==> src/rtl/sram_access_arbiter.sv <==
`timescale 1ns/1ps
// sram_access_arbiter
// Request/acknowledge arbiter that shares one external SRAM between the
// delay effect (port D) and the looper (port L). Round-robin on ties, fixed
// access length of ACC_CYCLES bus cycles followed by one hold/ack cycle, and
// a saturating count of sample frames that start while the SRAM is in use.
module sram_access_arbiter #(
    parameter int ADDR_W     = 20,
    parameter int DATA_W     = 16,
    parameter int ACC_CYCLES = 2,
    parameter int CNT_W      = 8
) (
    input  logic              i_clk,
    input  logic              i_rst_n,
    input  logic              i_frame_start,
    input  logic              i_clr_overrun,
    input  logic              i_del_req,
    input  logic              i_del_we_n,
    input  logic [ADDR_W-1:0] i_del_addr,
    input  logic [DATA_W-1:0] i_del_wdata,
    output logic              o_del_ack,
    output logic [DATA_W-1:0] o_del_rdata,
    input  logic              i_loop_req,
    input  logic              i_loop_we_n,
    input  logic [ADDR_W-1:0] i_loop_addr,
    input  logic [DATA_W-1:0] i_loop_wdata,
    output logic              o_loop_ack,
    output logic [DATA_W-1:0] o_loop_rdata,
    output logic [ADDR_W-1:0] o_SRAM_ADDR,
    output logic              o_SRAM_WE_N,
    output logic              o_sram_dq_oe,
    output logic [DATA_W-1:0] o_sram_wdata,
    input  logic [DATA_W-1:0] i_sram_rdata,
    output logic              o_busy,
    output logic [1:0]        o_grant,
    output logic [CNT_W-1:0]  o_overrun_cnt
);

    typedef enum logic [1:0] {
        S_IDLE,
        S_ACCESS,
        S_DONE
    } state_t;

    localparam logic [3:0] ACC_LOAD = 4'(ACC_CYCLES - 1);

    state_t              state;
    state_t              state_nxt;
    logic [3:0]          cnt;
    logic                lat_we_n;
    logic [ADDR_W-1:0]   lat_addr;
    logic [DATA_W-1:0]   lat_wdata;
    logic                last_grant;   // 0 = D, 1 = L; also the current owner once granted
    logic                any_req;
    logic                grant_l;

    // L wins when it is alone, or when both ask and D was served last
    assign any_req = i_del_req | i_loop_req;
    assign grant_l = i_loop_req & (~i_del_req | ~last_grant);

    // State register; reset drops any access in flight
    always_ff @(posedge i_clk or negedge i_rst_n) begin
        // NOTE: clocked state uses non-blocking assignments so every register
        // samples the pre-edge values, independent of block ordering.
        if (!i_rst_n) state <= S_IDLE;
        else          state <= state_nxt;
    end

    // Next-state: idle -> fixed-length access -> one ack cycle -> idle
    always_comb begin
        // NOTE: every combinational output gets a default first so no path
        // leaves it unassigned, which would otherwise infer a latch.
        state_nxt = state;
        case (state)
            S_IDLE:   if (any_req) state_nxt = S_ACCESS;
            S_ACCESS: if (cnt == '0) state_nxt = S_DONE;
            S_DONE:   state_nxt = S_IDLE;
            default:  state_nxt = S_IDLE;
        endcase
    end

    // Request latch, round-robin memory, cycle counter and read-data capture
    always_ff @(posedge i_clk or negedge i_rst_n) begin
        if (!i_rst_n) begin
            cnt          <= '0;
            lat_we_n     <= 1'b1;
            lat_addr     <= '0;
            lat_wdata    <= '0;
            last_grant   <= 1'b1;
            o_del_rdata  <= '0;
            o_loop_rdata <= '0;
        end else begin
            case (state)
                S_IDLE: begin
                    if (any_req) begin
                        lat_we_n   <= grant_l ? i_loop_we_n  : i_del_we_n;
                        lat_addr   <= grant_l ? i_loop_addr  : i_del_addr;
                        lat_wdata  <= grant_l ? i_loop_wdata : i_del_wdata;
                        last_grant <= grant_l;
                        cnt        <= ACC_LOAD;
                    end
                end
                S_ACCESS: begin
                    if (cnt != '0) begin
                        cnt <= cnt - 4'd1;
                    end else if (lat_we_n) begin
                        // Final access edge: the SRAM output has settled
                        if (last_grant) o_loop_rdata <= i_sram_rdata;
                        else            o_del_rdata  <= i_sram_rdata;
                    end
                end
                default: ;
            endcase
        end
    end

    // Saturating overrun count: a frame began while the SRAM was wanted or busy
    always_ff @(posedge i_clk or negedge i_rst_n) begin
        if (!i_rst_n) begin
            o_overrun_cnt <= '0;
        end else if (i_clr_overrun) begin
            o_overrun_cnt <= '0;
        end else if (i_frame_start && (state != S_IDLE || any_req) &&
                     o_overrun_cnt != '1) begin
            o_overrun_cnt <= o_overrun_cnt + CNT_W'(1);
        end
    end

    // Bus outputs decoded from state, so reset parks the bus without a clock
    always_comb begin
        o_SRAM_ADDR  = '0;
        o_SRAM_WE_N  = 1'b1;
        o_sram_dq_oe = 1'b0;
        o_sram_wdata = '0;
        o_grant      = 2'b00;
        o_del_ack    = 1'b0;
        o_loop_ack   = 1'b0;
        o_busy       = (state != S_IDLE);
        case (state)
            S_ACCESS: begin
                o_SRAM_ADDR  = lat_addr;
                o_SRAM_WE_N  = lat_we_n;
                o_sram_dq_oe = ~lat_we_n;
                o_sram_wdata = lat_we_n ? '0 : lat_wdata;
                o_grant      = last_grant ? 2'b10 : 2'b01;
            end
            S_DONE: begin
                // WE_N already high; data stays driven one more cycle for hold
                o_SRAM_ADDR  = lat_addr;
                o_sram_dq_oe = ~lat_we_n;
                o_sram_wdata = lat_we_n ? '0 : lat_wdata;
                o_grant      = last_grant ? 2'b10 : 2'b01;
                o_del_ack    = ~last_grant;
                o_loop_ack   = last_grant;
            end
            default: ;
        endcase
    end

endmodule

==> config.mk <==
export PLATFORM = sky130hd
export DESIGN_NAME = sram_access_arbiter
export DESIGN_NICKNAME = d
export VERILOG_FILES = /design/src/rtl/sram_access_arbiter.sv
export SDC_FILE = /design/constraint.sdc
export NUM_CORES = 1
export LEC_CHECK = 0
export CAP_MARGIN = 20
export CORE_MARGIN = 3
export CORE_UTILIZATION = 39
export CTS_CLUSTER_SIZE = 40
export DETAILED_ROUTE_END_ITERATION = 10
export PLACE_DENSITY = 0.78
export SLEW_MARGIN = 20
export SYNTH_ARGS = -nofsm -noshare
export SYNTH_HDL_FRONTEND = slang
export SYNTH_SLANG_ARGS = --single-unit
==> constraint.sdc <==
create_clock -name i_clk -period 1.7 [get_ports i_clk]
set_clock_uncertainty 0.05 [all_clocks]
set_input_delay 0.255 -clock i_clk [delete_from_list [all_inputs] [get_ports i_clk]]
set_output_delay 0.255 -clock i_clk [all_outputs]
set_load 0.02 [all_outputs]
==> run summary, run 1 <==
post-layout min period -> 1.96 ns
DP Wirelength -> 8320 microns
flops & latches, synth -> 84
Worst setup endpoint -> o_sram_wdata[3]
async set or reset register ratio after synthesis -> 100%
Via Count -> 3415
Comb pwr share -> 57.5%
clock latency on the worst-skew pair -> 0.35 ns
worst vdd ir -> 810 uV
P_int -> 7.37 mW
crit path max fanout -> 7
Num CTS Buffers -> 9
H-tree levels -> 3
Crit. Startpoint -> state[1]$_DFFE_PN0P_
number of I/O pins -> 179
power per cell area -> 1770 mW/mm^2
Setup Viol. Count Final -> 58
synthesized area per cell -> 11.6 sq um
CP startpoint kind -> flop
top_reg_cell synth -> dfrtp_1
initial drt markers -> 68
Residual DRC -> 0
GRT Residual Overflow -> 0
switch share -> 38.8%
LEAKAGE -> 3.23 nW
unrepaired setup endpoints after global routing -> true
CP Capture Type -> primary output
Net Sw Power -> 4.67 mW
Worst Max-Slew Pin Slew -> 0.441 ns
die width -> 109 microns
Port Buffers -> 178
Row Count -> 37
P&R area growth vs syn -> 63.8%
crit path DAT -> 1.66 ns
Initial Util -> 40.3%
most common cell after layout, fill and taps aside -> clkdlybuf4s50_1
Hold Vio Cnt, Final -> 0
Final Routed Wirelength -> 11200 microns
core area -> 0.0103 sq mm
TritonCTS clock tree -> yes
largest net degree at the start of global routing -> 85
ratio of cells with drive above 1 in the final layout -> 31.6%
R2R Path Start -> state[1]$_DFFE_PN0P_
first-pass GRT wire length -> 17700 microns
Slew headroom -> 70.6%
drt pass-1 iters -> 5
max_cap viols -> 0
antenna violations before repair -> 0
Synth Instances -> 359
Clock transition at path regs -> 0.09 ns
# fillers -> 792
reg2reg end -> o_overrun_cnt[7]$_DFFE_PN0P_
most frequent cells in the layout -> clkdlybuf4s50_1, dfrtp_1, mux2i_1
nets@finish -> 674
synth warn -> 0
Hold Path Class -> in2async
Bufs on Longest Clock Path -> 2
final RePlAce weighted congestion -> 0.751
vias in the first global route -> 3564
die height -> 109 microns
die area -> 0.0119 sq mm
gr usage total -> 19.0%
status -> complete, but fails checks
Clock Root Buffer -> clkbuf_8
Synth Cell Area -> 0.00416 sq mm
violated checks -> setup timing
Final Max Tran Viols -> 0
antenna cells -> 0
Seq/Total Area, Yosys -> 50.6%
clock sink count -> 84
Hold Slack -> 0.432 ns
remaining antenna violation count -> 0
Worst EP required -> 1.39 ns
fmax -> 509 MHz
final core occ -> 66.0%
routed vias/inst -> 4.80
Reg power frac -> 28.9%
Worst R2R Setup Slack -> -0.05 ns
Reg2Reg Depth -> 6
syn_nets -> 462
clock network power share -> 13.6%
fin crit share -> 115%
EDFF count, synth -> 0
worst setup margin -> -0.263 ns
Cell variety after synth -> 42
CP Class -> reg2out
WL/cell -> 15.7 microns
final cells by class:
type                            count  area (sq um)  area share, %
Clock inverter                      7           104           1.53
Timing Repair Buffer              221          2200           32.4
Sequential cell                    84          2110           30.9
Tap cell                          136           170           2.50
Multi-Input combinational cell    250          2080           30.6
Clock buffer                        9           124           1.82
Inverter                            5          18.8          0.276
synth_stat cells, drive strengths merged, types with 2 or more instances:
cell | number | area [sq um]
nand2 | 38 | 143
ha | 7 | 87.6
nand4 | 3 | 33.8
nor2b | 3 | 18.8
a21oi | 6 | 30.0
a21boi | 2 | 15.0
dfstp | 2 | 52.6
mux2i | 40 | 400
o31ai | 2 | 15.0
and2 | 38 | 238
o21ai | 42 | 210
nor3b | 2 | 26.3
nor2 | 8 | 30.0
inv | 5 | 18.8
xor2 | 3 | 26.3
dfrtp | 82 | 2050
nor3 | 2 | 10.0
buf | 9 | 77.6
clkbuf | 11 | 41.3
or3 | 3 | 21.3
o2bb2ai | 2 | 17.5
mux2 | 33 | 447
or4 | 2 | 15.0
nand3 | 3 | 15.0
nand2b | 2 | 12.5
critical path, cell delays in order (launching register included):
cell and delay, ns:
dfrtp_1 0.38, inv_2 0.06, ha_4 0.27, nor2b_4 0.20, buf_6 0.15, and2_4 0.14
buf_6 0.11
power groups by stage:
stage	Clock, mW	Sequential (mW)	Combinational [mW]
2_1_floorplan	0	3.87	3.12
3_3_place_gp	0	3.44	6.55
3_5_place_dp	0	3.49	6.73
4_1_cts	1.68	3.48	6.88
5_1_grt	1.77	3.59	7.46
6_report	1.64	3.48	6.93
state kept, by name, summed over array words and instances, names as in the netlist:
register,cells
lat_addr,20
lat_wdata,16
o_del_rdata,16
o_loop_rdata,16
o_overrun_cnt,8
cnt,4
state,2
last_grant,1
lat_we_n,1
through the flow:
stage,total power [mW],area [sq um],std cells,worst slack [ns],TNS [ns]
finish,12.0,6810,712,-0.263,-8.06
detailed placement,10.2,6370,689,-0.410,-18.38
global route,12.8,6810,712,-0.343,-14.12
floorplan,6.99,4200,359,-0.00266,-0.00532
global placement,9.99,6370,689,-0.337,-14.66
CTS,12.0,6700,710,-0.270,-9.61
logic make-up after synthesis:
family,share of synthesized area [%]
simple gates,14.8
mux,20.4
compound gates,8.19
buf+inv,3.31
fa+ha+maj,2.11
flops,50.6
xor+xnor,0.632
worst min-delay path by stage:
stage	startpoint	endpoint	slack, ns
after detailed placement	i_rst_n	o_overrun_cnt[4]$_DFFE_PN0P_	0.28
after CTS	i_rst_n	o_del_rdata[8]$_DFFE_PN0P_	0.44
after floorplan	i_rst_n	cnt[0]$_DFFE_PN0P_	-0.09
after global placement	i_rst_n	o_overrun_cnt[5]$_DFFE_PN0P_	0.27
after global routing	lat_addr[12]$_DFFE_PN0P_	lat_addr[12]$_DFFE_PN0P_	0.45
final	i_rst_n	o_overrun_cnt[6]$_DFFE_PN0P_	0.43
layer usage:
layer	GRT usage, %	vias to the layer above	part of all wire, %	wire, microns
met5	0	-	0	0
met3	4.20	6	5.7	637
li1	-	1655	-	-
met2	35.1	102	54	6100
met1	22.1	1652	39	4400
met4	4.72	0	0.70	79
repair_timing:
action / in CTS / in global routing
buffers inserted: 3 / 3
gates resized for setup: 244 / 36
hold buffers: 1 / 0
gates cloned: 2 / 0
setup endpoints to repair: 90 / 96
hold endpoints to repair: 82 / 0
pin swaps: 18 / 8
No activity file was read; power rests on OpenSTA's default activity.
==> inputs of run 2 (changes only) <==
--- a/config.mk
+++ b/config.mk
@@ -5,6 +5,7 @@
 export SDC_FILE = /design/constraint.sdc
 export NUM_CORES = 1
 export LEC_CHECK = 0
+export ABC_CLOCK_PERIOD_IN_PS = 1700
 export CAP_MARGIN = 20
 export CORE_MARGIN = 3
 export CORE_UTILIZATION = 39
==> results of run 2 <==
Final layout, timing and power as in run 1 (identical DEF).
